File: src/rtl/execute_stage_if.sv
// ----------------------------------------------------------------------------
// execute_stage_if
// Bundles the decode-side handshake and operands, the downstream result
// handshake and the fetch redirect into one connection point.
//
//   master : the environment around the execute stage (decode drives the
//            dec_* fields, the consumer drives ex_ready, fetch observes the
//            redirect).
//   slave  : the execute stage itself.
//
// Signals
//   dec_valid/dec_ready          decode handshake
//   dec_pc, dec_rs1_val,
//   dec_rs2_val, dec_imm         32-bit operands
//   dec_rs1, dec_rs2, dec_rd     register indices
//   dec_alu_sel, dec_alu_mod     ALU operation select / modifier
//   dec_a_pc, dec_b_imm          operand muxing (A=pc, B=imm)
//   dec_branch, dec_jump,
//   dec_br_cond                  control-flow class and branch funct3
//   ex_valid/ex_ready            result handshake
//   ex_result, ex_rd,
//   ex_store_data                result payload
//   redirect_valid, redirect_pc  one-cycle fetch redirect
// ----------------------------------------------------------------------------
interface execute_stage_if;
    logic        dec_valid;
    logic        dec_ready;
    logic [31:0] dec_pc;
    logic [31:0] dec_rs1_val;
    logic [31:0] dec_rs2_val;
    logic [31:0] dec_imm;
    logic [4:0]  dec_rs1;
    logic [4:0]  dec_rs2;
    logic [4:0]  dec_rd;
    logic [2:0]  dec_alu_sel;
    logic        dec_alu_mod;
    logic        dec_a_pc;
    logic        dec_b_imm;
    logic        dec_branch;
    logic        dec_jump;
    logic [2:0]  dec_br_cond;

    logic        ex_valid;
    logic        ex_ready;
    logic [31:0] ex_result;
    logic [4:0]  ex_rd;
    logic [31:0] ex_store_data;

    logic        redirect_valid;
    logic [31:0] redirect_pc;

    modport master (
        output dec_valid, dec_pc, dec_rs1_val, dec_rs2_val, dec_imm,
               dec_rs1, dec_rs2, dec_rd, dec_alu_sel, dec_alu_mod,
               dec_a_pc, dec_b_imm, dec_branch, dec_jump, dec_br_cond,
               ex_ready,
        input  dec_ready, ex_valid, ex_result, ex_rd, ex_store_data,
               redirect_valid, redirect_pc
    );

    modport slave (
        input  dec_valid, dec_pc, dec_rs1_val, dec_rs2_val, dec_imm,
               dec_rs1, dec_rs2, dec_rd, dec_alu_sel, dec_alu_mod,
               dec_a_pc, dec_b_imm, dec_branch, dec_jump, dec_br_cond,
               ex_ready,
        output dec_ready, ex_valid, ex_result, ex_rd, ex_store_data,
               redirect_valid, redirect_pc
    );
endinterface

File: src/rtl/execute_stage.sv
// ----------------------------------------------------------------------------
// execute_stage
// Two-slot execute stage of a 32-bit RISC-V style pipeline. An operand
// register (OP) feeds an external combinational ALU and a private branch
// comparator; the result is captured in an output register (OUT) that is
// handed downstream with a valid/ready handshake. Jumps and taken branches
// raise a one-cycle redirect as the instruction leaves OP.
//
// Ports
//   clk            rising-edge clock
//   rst_n          asynchronous active-low reset
//   bus            execute_stage_if.slave (decode handshake, result
//                  handshake, redirect)
//   alu_a, alu_b   ALU operands driven from OP
//   alu_sel,
//   alu_mod        ALU operation driven from OP
//   alu_result     combinational ALU result
//   wb_valid,
//   wb_rd,
//   wb_value       writeback bypass (only with EXEC_FORWARD_EN)
//
// Configuration
//   EXEC_FORWARD_EN  when defined, rs1/rs2 are bypassed from OUT first and
//                    then from the writeback port. When undefined the
//                    operand values are used exactly as captured and the
//                    wb_* ports do not exist.
// ----------------------------------------------------------------------------
module execute_stage (
    input  logic                  clk,
    input  logic                  rst_n,
    execute_stage_if.slave        bus,
    output logic [31:0]           alu_a,
    output logic [31:0]           alu_b,
    output logic [2:0]            alu_sel,
    output logic                  alu_mod,
    input  logic [31:0]           alu_result
`ifdef EXEC_FORWARD_EN
    ,
    input  logic                  wb_valid,
    input  logic [4:0]            wb_rd,
    input  logic [31:0]           wb_value
`endif
);

    // Branch funct3 encodings
    typedef enum logic [2:0] {
        BR_EQ  = 3'b000,
        BR_NE  = 3'b001,
        BR_LT  = 3'b100,
        BR_GE  = 3'b101,
        BR_LTU = 3'b110,
        BR_GEU = 3'b111
    } br_cond_e;

    // Operand register
    logic        op_valid;
    logic [31:0] op_pc;
    logic [31:0] op_rs1_val;
    logic [31:0] op_rs2_val;
    logic [31:0] op_imm;
    logic [4:0]  op_rd;
    logic [2:0]  op_alu_sel;
    logic        op_alu_mod;
    logic        op_a_pc;
    logic        op_b_imm;
    logic        op_branch;
    logic        op_jump;
    logic [2:0]  op_br_cond;

    // Output register
    logic        out_valid;
    logic [31:0] out_result;
    logic [4:0]  out_rd;
    logic [31:0] out_store;

    logic        op_adv;
    logic        accept;
    logic        br_taken;
    logic        redirect;
    logic [31:0] fwd_rs1;
    logic [31:0] fwd_rs2;
    logic [31:0] pc_plus_imm;
    logic [31:0] pc_plus_4;

    // OP may leave whenever OUT is empty or being drained this cycle
    assign op_adv        = op_valid && (!out_valid || bus.ex_ready);
    assign bus.dec_ready = !op_valid || op_adv;
    assign accept        = bus.dec_valid && bus.dec_ready;

`ifdef EXEC_FORWARD_EN
    logic [4:0] op_rs1;
    logic [4:0] op_rs2;

    // OUT holds the next-older instruction, so it has priority over writeback
    always_comb begin
        fwd_rs1 = op_rs1_val;
        fwd_rs2 = op_rs2_val;
        if (out_valid && (out_rd != 5'd0) && (out_rd == op_rs1)) begin
            fwd_rs1 = out_result;
        end else if (wb_valid && (wb_rd != 5'd0) && (wb_rd == op_rs1)) begin
            fwd_rs1 = wb_value;
        end
        if (out_valid && (out_rd != 5'd0) && (out_rd == op_rs2)) begin
            fwd_rs2 = out_result;
        end else if (wb_valid && (wb_rd != 5'd0) && (wb_rd == op_rs2)) begin
            fwd_rs2 = wb_value;
        end
    end
`else
    // Source indices are only needed for bypassing
    logic unused_rs_idx;
    assign unused_rs_idx = ^{bus.dec_rs1, bus.dec_rs2};

    always_comb begin
        fwd_rs1 = op_rs1_val;
        fwd_rs2 = op_rs2_val;
    end
`endif

    // ALU operand selection
    assign alu_a   = op_a_pc  ? op_pc  : fwd_rs1;
    assign alu_b   = op_b_imm ? op_imm : fwd_rs2;
    assign alu_sel = op_alu_sel;
    assign alu_mod = op_alu_mod;

    // Dedicated comparator so branch resolution does not depend on the ALU op
    always_comb begin
        br_taken = 1'b0;
        case (op_br_cond)
            BR_EQ:   br_taken = (fwd_rs1 == fwd_rs2);
            BR_NE:   br_taken = (fwd_rs1 != fwd_rs2);
            BR_LT:   br_taken = ($signed(fwd_rs1) <  $signed(fwd_rs2));
            BR_GE:   br_taken = ($signed(fwd_rs1) >= $signed(fwd_rs2));
            BR_LTU:  br_taken = (fwd_rs1 <  fwd_rs2);
            BR_GEU:  br_taken = (fwd_rs1 >= fwd_rs2);
            default: br_taken = 1'b0;
        endcase
    end

    assign pc_plus_imm = op_pc + op_imm;
    assign pc_plus_4   = op_pc + 32'd4;

    // Redirect only as the instruction leaves OP, so a stall cannot repeat it
    assign redirect           = op_adv && (op_jump || (op_branch && br_taken));
    assign bus.redirect_valid = redirect;
    assign bus.redirect_pc    = (op_jump && !op_a_pc) ? {alu_result[31:1], 1'b0}
                                                      : pc_plus_imm;

    // Operand register
    always_ff @(posedge clk or negedge rst_n) begin
        if (!rst_n) begin
            op_valid   <= 1'b0;
            op_pc      <= '0;
            op_rs1_val <= '0;
            op_rs2_val <= '0;
            op_imm     <= '0;
            op_rd      <= '0;
            op_alu_sel <= '0;
            op_alu_mod <= 1'b0;
            op_a_pc    <= 1'b0;
            op_b_imm   <= 1'b0;
            op_branch  <= 1'b0;
            op_jump    <= 1'b0;
            op_br_cond <= '0;
        end else begin
            // An instruction accepted while a redirect fires is on the wrong path
            op_valid <= (accept && !redirect) || (op_valid && !op_adv);
            if (accept) begin
                op_pc      <= bus.dec_pc;
                op_rs1_val <= bus.dec_rs1_val;
                op_rs2_val <= bus.dec_rs2_val;
                op_imm     <= bus.dec_imm;
                op_rd      <= bus.dec_rd;
                op_alu_sel <= bus.dec_alu_sel;
                op_alu_mod <= bus.dec_alu_mod;
                op_a_pc    <= bus.dec_a_pc;
                op_b_imm   <= bus.dec_b_imm;
                op_branch  <= bus.dec_branch;
                op_jump    <= bus.dec_jump;
                op_br_cond <= bus.dec_br_cond;
            end
        end
    end

`ifdef EXEC_FORWARD_EN
    always_ff @(posedge clk or negedge rst_n) begin
        if (!rst_n) begin
            op_rs1 <= '0;
            op_rs2 <= '0;
        end else if (accept) begin
            op_rs1 <= bus.dec_rs1;
            op_rs2 <= bus.dec_rs2;
        end
    end
`endif

    // Output register
    always_ff @(posedge clk or negedge rst_n) begin
        if (!rst_n) begin
            out_valid  <= 1'b0;
            out_result <= '0;
            out_rd     <= '0;
            out_store  <= '0;
        end else if (op_adv) begin
            out_valid  <= 1'b1;
            out_result <= op_jump ? pc_plus_4 : alu_result;
            out_rd     <= op_branch ? 5'd0 : op_rd;
            out_store  <= fwd_rs2;
        end else if (bus.ex_ready) begin
            out_valid  <= 1'b0;
        end
    end

    assign bus.ex_valid      = out_valid;
    assign bus.ex_result     = out_result;
    assign bus.ex_rd         = out_rd;
    assign bus.ex_store_data = out_store;

endmodule

File: src/flat_wrapper.sv
// flat-port wrapper written by rule: the top's interface ports become plain ports
module execute_stage_flat 
  (clk, rst_n, alu_a, alu_b, alu_sel, alu_mod, alu_result, bus_dec_valid, bus_dec_pc, bus_dec_rs1_val, bus_dec_rs2_val, bus_dec_imm, bus_dec_rs1, bus_dec_rs2, bus_dec_rd, bus_dec_alu_sel, bus_dec_alu_mod, bus_dec_a_pc, bus_dec_b_imm, bus_dec_branch, bus_dec_jump, bus_dec_br_cond, bus_ex_ready, bus_dec_ready, bus_ex_valid, bus_ex_result, bus_ex_rd, bus_ex_store_data, bus_redirect_valid, bus_redirect_pc);
  execute_stage_if bus_i ();
  input  logic clk;
  input  logic rst_n;
  output logic [31:0] alu_a;
  output logic [31:0] alu_b;
  output logic [2:0] alu_sel;
  output logic alu_mod;
  input  logic [31:0] alu_result;
  input wire logic [$bits(bus_i.dec_valid)-1:0] bus_dec_valid;
  input wire logic [$bits(bus_i.dec_pc)-1:0] bus_dec_pc;
  input wire logic [$bits(bus_i.dec_rs1_val)-1:0] bus_dec_rs1_val;
  input wire logic [$bits(bus_i.dec_rs2_val)-1:0] bus_dec_rs2_val;
  input wire logic [$bits(bus_i.dec_imm)-1:0] bus_dec_imm;
  input wire logic [$bits(bus_i.dec_rs1)-1:0] bus_dec_rs1;
  input wire logic [$bits(bus_i.dec_rs2)-1:0] bus_dec_rs2;
  input wire logic [$bits(bus_i.dec_rd)-1:0] bus_dec_rd;
  input wire logic [$bits(bus_i.dec_alu_sel)-1:0] bus_dec_alu_sel;
  input wire logic [$bits(bus_i.dec_alu_mod)-1:0] bus_dec_alu_mod;
  input wire logic [$bits(bus_i.dec_a_pc)-1:0] bus_dec_a_pc;
  input wire logic [$bits(bus_i.dec_b_imm)-1:0] bus_dec_b_imm;
  input wire logic [$bits(bus_i.dec_branch)-1:0] bus_dec_branch;
  input wire logic [$bits(bus_i.dec_jump)-1:0] bus_dec_jump;
  input wire logic [$bits(bus_i.dec_br_cond)-1:0] bus_dec_br_cond;
  input wire logic [$bits(bus_i.ex_ready)-1:0] bus_ex_ready;
  output wire logic [$bits(bus_i.dec_ready)-1:0] bus_dec_ready;
  output wire logic [$bits(bus_i.ex_valid)-1:0] bus_ex_valid;
  output wire logic [$bits(bus_i.ex_result)-1:0] bus_ex_result;
  output wire logic [$bits(bus_i.ex_rd)-1:0] bus_ex_rd;
  output wire logic [$bits(bus_i.ex_store_data)-1:0] bus_ex_store_data;
  output wire logic [$bits(bus_i.redirect_valid)-1:0] bus_redirect_valid;
  output wire logic [$bits(bus_i.redirect_pc)-1:0] bus_redirect_pc;
  assign bus_i.dec_valid = bus_dec_valid;
  assign bus_i.dec_pc = bus_dec_pc;
  assign bus_i.dec_rs1_val = bus_dec_rs1_val;
  assign bus_i.dec_rs2_val = bus_dec_rs2_val;
  assign bus_i.dec_imm = bus_dec_imm;
  assign bus_i.dec_rs1 = bus_dec_rs1;
  assign bus_i.dec_rs2 = bus_dec_rs2;
  assign bus_i.dec_rd = bus_dec_rd;
  assign bus_i.dec_alu_sel = bus_dec_alu_sel;
  assign bus_i.dec_alu_mod = bus_dec_alu_mod;
  assign bus_i.dec_a_pc = bus_dec_a_pc;
  assign bus_i.dec_b_imm = bus_dec_b_imm;
  assign bus_i.dec_branch = bus_dec_branch;
  assign bus_i.dec_jump = bus_dec_jump;
  assign bus_i.dec_br_cond = bus_dec_br_cond;
  assign bus_i.ex_ready = bus_ex_ready;
  assign bus_dec_ready = bus_i.dec_ready;
  assign bus_ex_valid = bus_i.ex_valid;
  assign bus_ex_result = bus_i.ex_result;
  assign bus_ex_rd = bus_i.ex_rd;
  assign bus_ex_store_data = bus_i.ex_store_data;
  assign bus_redirect_valid = bus_i.redirect_valid;
  assign bus_redirect_pc = bus_i.redirect_pc;
  execute_stage u_core (.clk(clk), .rst_n(rst_n), .bus(bus_i), .alu_a(alu_a), .alu_b(alu_b), .alu_sel(alu_sel), .alu_mod(alu_mod), .alu_result(alu_result));
endmodule
File: config.mk
export PLATFORM = sky130hd
export DESIGN_NAME = execute_stage_flat
export DESIGN_NICKNAME = d
export VERILOG_FILES = /design/src/rtl/execute_stage_if.sv /design/src/rtl/execute_stage.sv /design/src/flat_wrapper.sv
export SDC_FILE = /design/constraint.sdc
export NUM_CORES = 1
export LEC_CHECK = 0
export BUFFER_PORTS_ARGS = -buffer_cell sky130_fd_sc_hd__buf_2
export CORE_MARGIN = 3
export CORE_UTILIZATION = 55
export CTS_BUF_LIST = sky130_fd_sc_hd__clkbuf_8 sky130_fd_sc_hd__clkbuf_16
export DETAILED_ROUTE_END_ITERATION = 8
export PLACE_DENSITY = 0.85
export SLEW_MARGIN = 10
export SYNTH_ARGS = -nofsm -noshare
export SYNTH_HDL_FRONTEND = slang
export SYNTH_SLANG_ARGS = --single-unit
File: constraint.sdc
create_clock -name clk -period 8.2 [get_ports clk]
set_clock_uncertainty 0.1 [all_clocks]
set_input_delay 1.64 -clock clk [delete_from_list [all_inputs] [get_ports clk]]
set_output_delay 1.64 -clock clk [all_outputs]
set_load 0.01 [all_outputs]
==> qor.yml <==
synth-seq-cells: 215
crit_cells: 13
synth_edf_count: 0
cts_tree: "yes"
ys.flop_type: "dfrtp_1"
seqPwrFrac: 0.343
core-area_um2: 21300
insertion_delay_ps: 510
die-area_um2: 23800
synth.mux.area_fraction: 0.171
die_w_um: 154
hold_buffers: 0
mappedNetlistArea_um2: 12100
postSynthCellCount: 1201
ios: 362
cp_slowest_cell: "a21boi_0"
overflow: 0
maxSlewViolCount: 0
first_global_vias: 10678
drc_errors: 0
totalWireLength_mm: 36.0
hold_class: "reg -> reg"
power_density_nw_per_um2: 321
routabilityCongestion: 0.920
yosysSeqAreaShare: 0.445
synth-async-reset-ratio: 1.00
rr_worst_depth: 11
cts.path.max_buffers: 3
setup_slack_ps: 2560
cts_resized: 0
clock_sinks: 215
crit_top_cell: "a21oi_1"
num_vias: 10410
clock-root-buffer: "clkbuf_16"
power.leakage_uw: 0.00722
place.port_buffers: 351
path_buf_inv: 2
r2r_start: "u_core.fwd_rs2[31]"
combPwrFrac: 0.435
syn-num-nets: 1456
critPathCaptureType: "primary output"
timing.rr.end: "u_core.op_valid"
synth_xor_xnor_area_share: 0.0370
clkPwrFrac: 0.222
p_int_uw: 2890
finalCriticalPeriod_ps: 5640
grt_max_degree: 83
ant_nets: 0
max_cap_viol_count: 0
ys_types: 59
endpoint: "bus_redirect_pc[24]"
grt_pass1_wl_mm: 56.4
p_switching_uw: 1870
cp_data_required_time_ps: 6460
setup_viol: 0
wl_per_cell_um: 19.8
fin_crit_sh: 0.687
syn2layout_area_growth_pct: 22.6
n_fill_cell: 1577
finish.utilization: 0.696
tightest_slew_ps: 1160
vias_per_cell: 5.72
cp-start-kind: "flop"
critPathTopFamily: "compound AO/OA/AOI/OAI gates"
vdd_drop_max_uv: 221
rows: 53
h-tree-depth: 1
worst_path_largest_cell_delay_ps: 590
die_height_um: 154
dp_hpwl_mm: 26.5
antenna_found_initial: 2
synth_simple_gate_area_frac: 0.108
finalHoldViolCount: 0
drive_gt1_frac: 0.385
swShare: 0.393
relSlewSlack: 0.230
arrival_ps: 3900
grt_setup_unrepaired: "false"
fmax_mhz: 177
avgSynthCellArea_um2: 10.1
post-place-ws_ps: 3080
critPathKind: "reg -> out"
cts_buffers: 24
grt_use_total: 0.293
layout_commonest_cell: "buf_2"
path_clk_slew_ps: 60
drtPass1Iterations: 5
critPathLaunch: "u_core.op_pc[0]"
cts_setup_buffers: 0
rrSetupSlack_ps: 4990
dp_cells: 1778
finalNetCount: 1784
most-common-layout-cells: "350 x buf_2, 212 x dfrtp_1, 177 x mux2_2"
crit_chain: "ha_1 -> inv_1 -> fa_1 -> nor2b_1 -> o21ai_1 -> a21oi_1 -> o21ai_0 -> a21boi_0 -> a31o_2 -> o211ai_1 -> xor2_1 -> a21oi_1 -> buf_2"
synth_compound_area_frac: 0.136
synth_adder_area_share: 0.0679
final_cell_count_no_fill: 1820
fin_tns_setup_ps: 0
synth_top_family_by_area: "multiplexers"
outcome: "complete, no violations"
initial_utilization: 0.568
first_iter_violations: 630
synth_warnings: 0
total_power_uw: 4750
critPathMaxFanout: 4
[state kept, by name (all words and copies together), names as in the netlist, 3 cells and up]
register and count:
u_core.op_imm 32, u_core.fwd_rs2 32, u_core.bus.ex_store_data 32, u_core.bus.ex_result 32, u_core.op_rd 5, u_core.op_br_cond 3
u_core.op_pc 32, u_core.bus.ex_rd 5, u_core.alu_sel 3, u_core.fwd_rs1 32
[synth_stat cells (2+ instances only)]
cell	number	area [um^2]
or3_1	2	12.5
nand2_1	174	653
and2_1	4	25.0
nor4_1	2	12.5
and3_1	4	25.0
a21oi_1	54	270
nor2b_1	7	43.8
nand4_1	13	81.3
buf_6	2	22.5
buf_1	8	30.0
o21ai_1	3	15.0
o21bai_1	4	30.0
ha_1	64	801
xnor2_1	25	219
a211o_1	3	26.3
o22ai_1	2	12.5
o211ai_1	5	37.5
a21boi_0	3	22.5
o21ai_0	150	751
inv_1	48	180
nand2b_1	9	56.3
nor3_1	6	30.0
or2_2	3	18.8
a31oi_1	2	12.5
mux2i_1	7	70.1
and4_1	2	17.5
o21ai_2	2	17.5
o31ai_1	5	37.5
a21oi_2	3	26.3
a21o_1	22	165
dfrtp_1	215	5380
clkbuf_1	40	150
nor3_2	2	20.0
buf_2	6	30.0
xor2_1	26	228
mux2_2	177	1990
nor2_1	42	158
a211oi_1	3	22.5
o2111ai_1	2	17.5
o21a_1	8	60.1
nand3_1	24	120
[tightest hold or removal path: stages (launching register included)]
cell and delay (ps):
dfrtp_1 330, nand2_1 40, o21ai_0 60
[worst min path at each step]
stage	startpoint	endpoint	slack (ps)	depth (start not counted)
3_3_place_gp	u_core.bus.ex_result[31]	u_core.bus.ex_result[31]	350	1
2_1_floorplan	u_core.op_valid	u_core.bus.ex_valid	360	2
4_1_cts	u_core.bus.ex_rd[3]	u_core.bus.ex_rd[3]	380	2
5_1_grt	u_core.bus.ex_store_data[2]	u_core.bus.ex_store_data[2]	390	2
6_report	u_core.bus.ex_rd[3]	u_core.bus.ex_rd[3]	370	2
3_5_place_dp	u_core.bus.ex_result[16]	u_core.bus.ex_result[16]	360	2
[metrics by stage]
stage | instance area [um^2] | hold slack (ps)
2_1_floorplan | 12100 | 363
3_3_place_gp | 14000 | 354
3_5_place_dp | 14000 | 365
4_1_cts | 14800 | 378
5_1_grt | 14800 | 387
6_report | 14800 | 371
[final cells by class]
| cell class | count | area, um^2 | share of cell area |
|---|---|---|---|
| Tap cell | 275 | 344 | 0.0232 |
| Clock inverter | 10 | 65.1 | 0.00439 |
| Multi-Input combinational cell | 881 | 6310 | 0.426 |
| Timing Repair Buffer | 359 | 1830 | 0.123 |
| Clock buffer | 31 | 708 | 0.0478 |
| Inverter | 48 | 180 | 0.0122 |
| Antenna cell | 1 | 2.50 | 0.000169 |
| Sequential cell | 215 | 5380 | 0.363 |
[power by group through the flow]
stage | clock (uW) | sequential [uW] | combinational [uW]
3_3_place_gp | 0 | 1620 | 1990
4_1_cts | 1070 | 1620 | 2070
2_1_floorplan | 0 | 1640 | 1230
5_1_grt | 1110 | 1670 | 2270
6_report | 1050 | 1630 | 2070
3_5_place_dp | 0 | 1640 | 2050
[logic make-up after synthesis]
family / count (synthesis)
muxes: 184
buffers and inverters: 105
adders and majority gates: 65
AOI/OAI and AO/OA: 283
xor gates and xnor gates: 51
and+or+nand+nor: 298
DFF: 215
[per-layer routing]
metal  part of all wire  track usage
met5            0.00056            0
met4              0.039        0.102
met3              0.083       0.0571
met2               0.49        0.505
met1               0.39        0.370
Power figures use the tool's default switching activity.
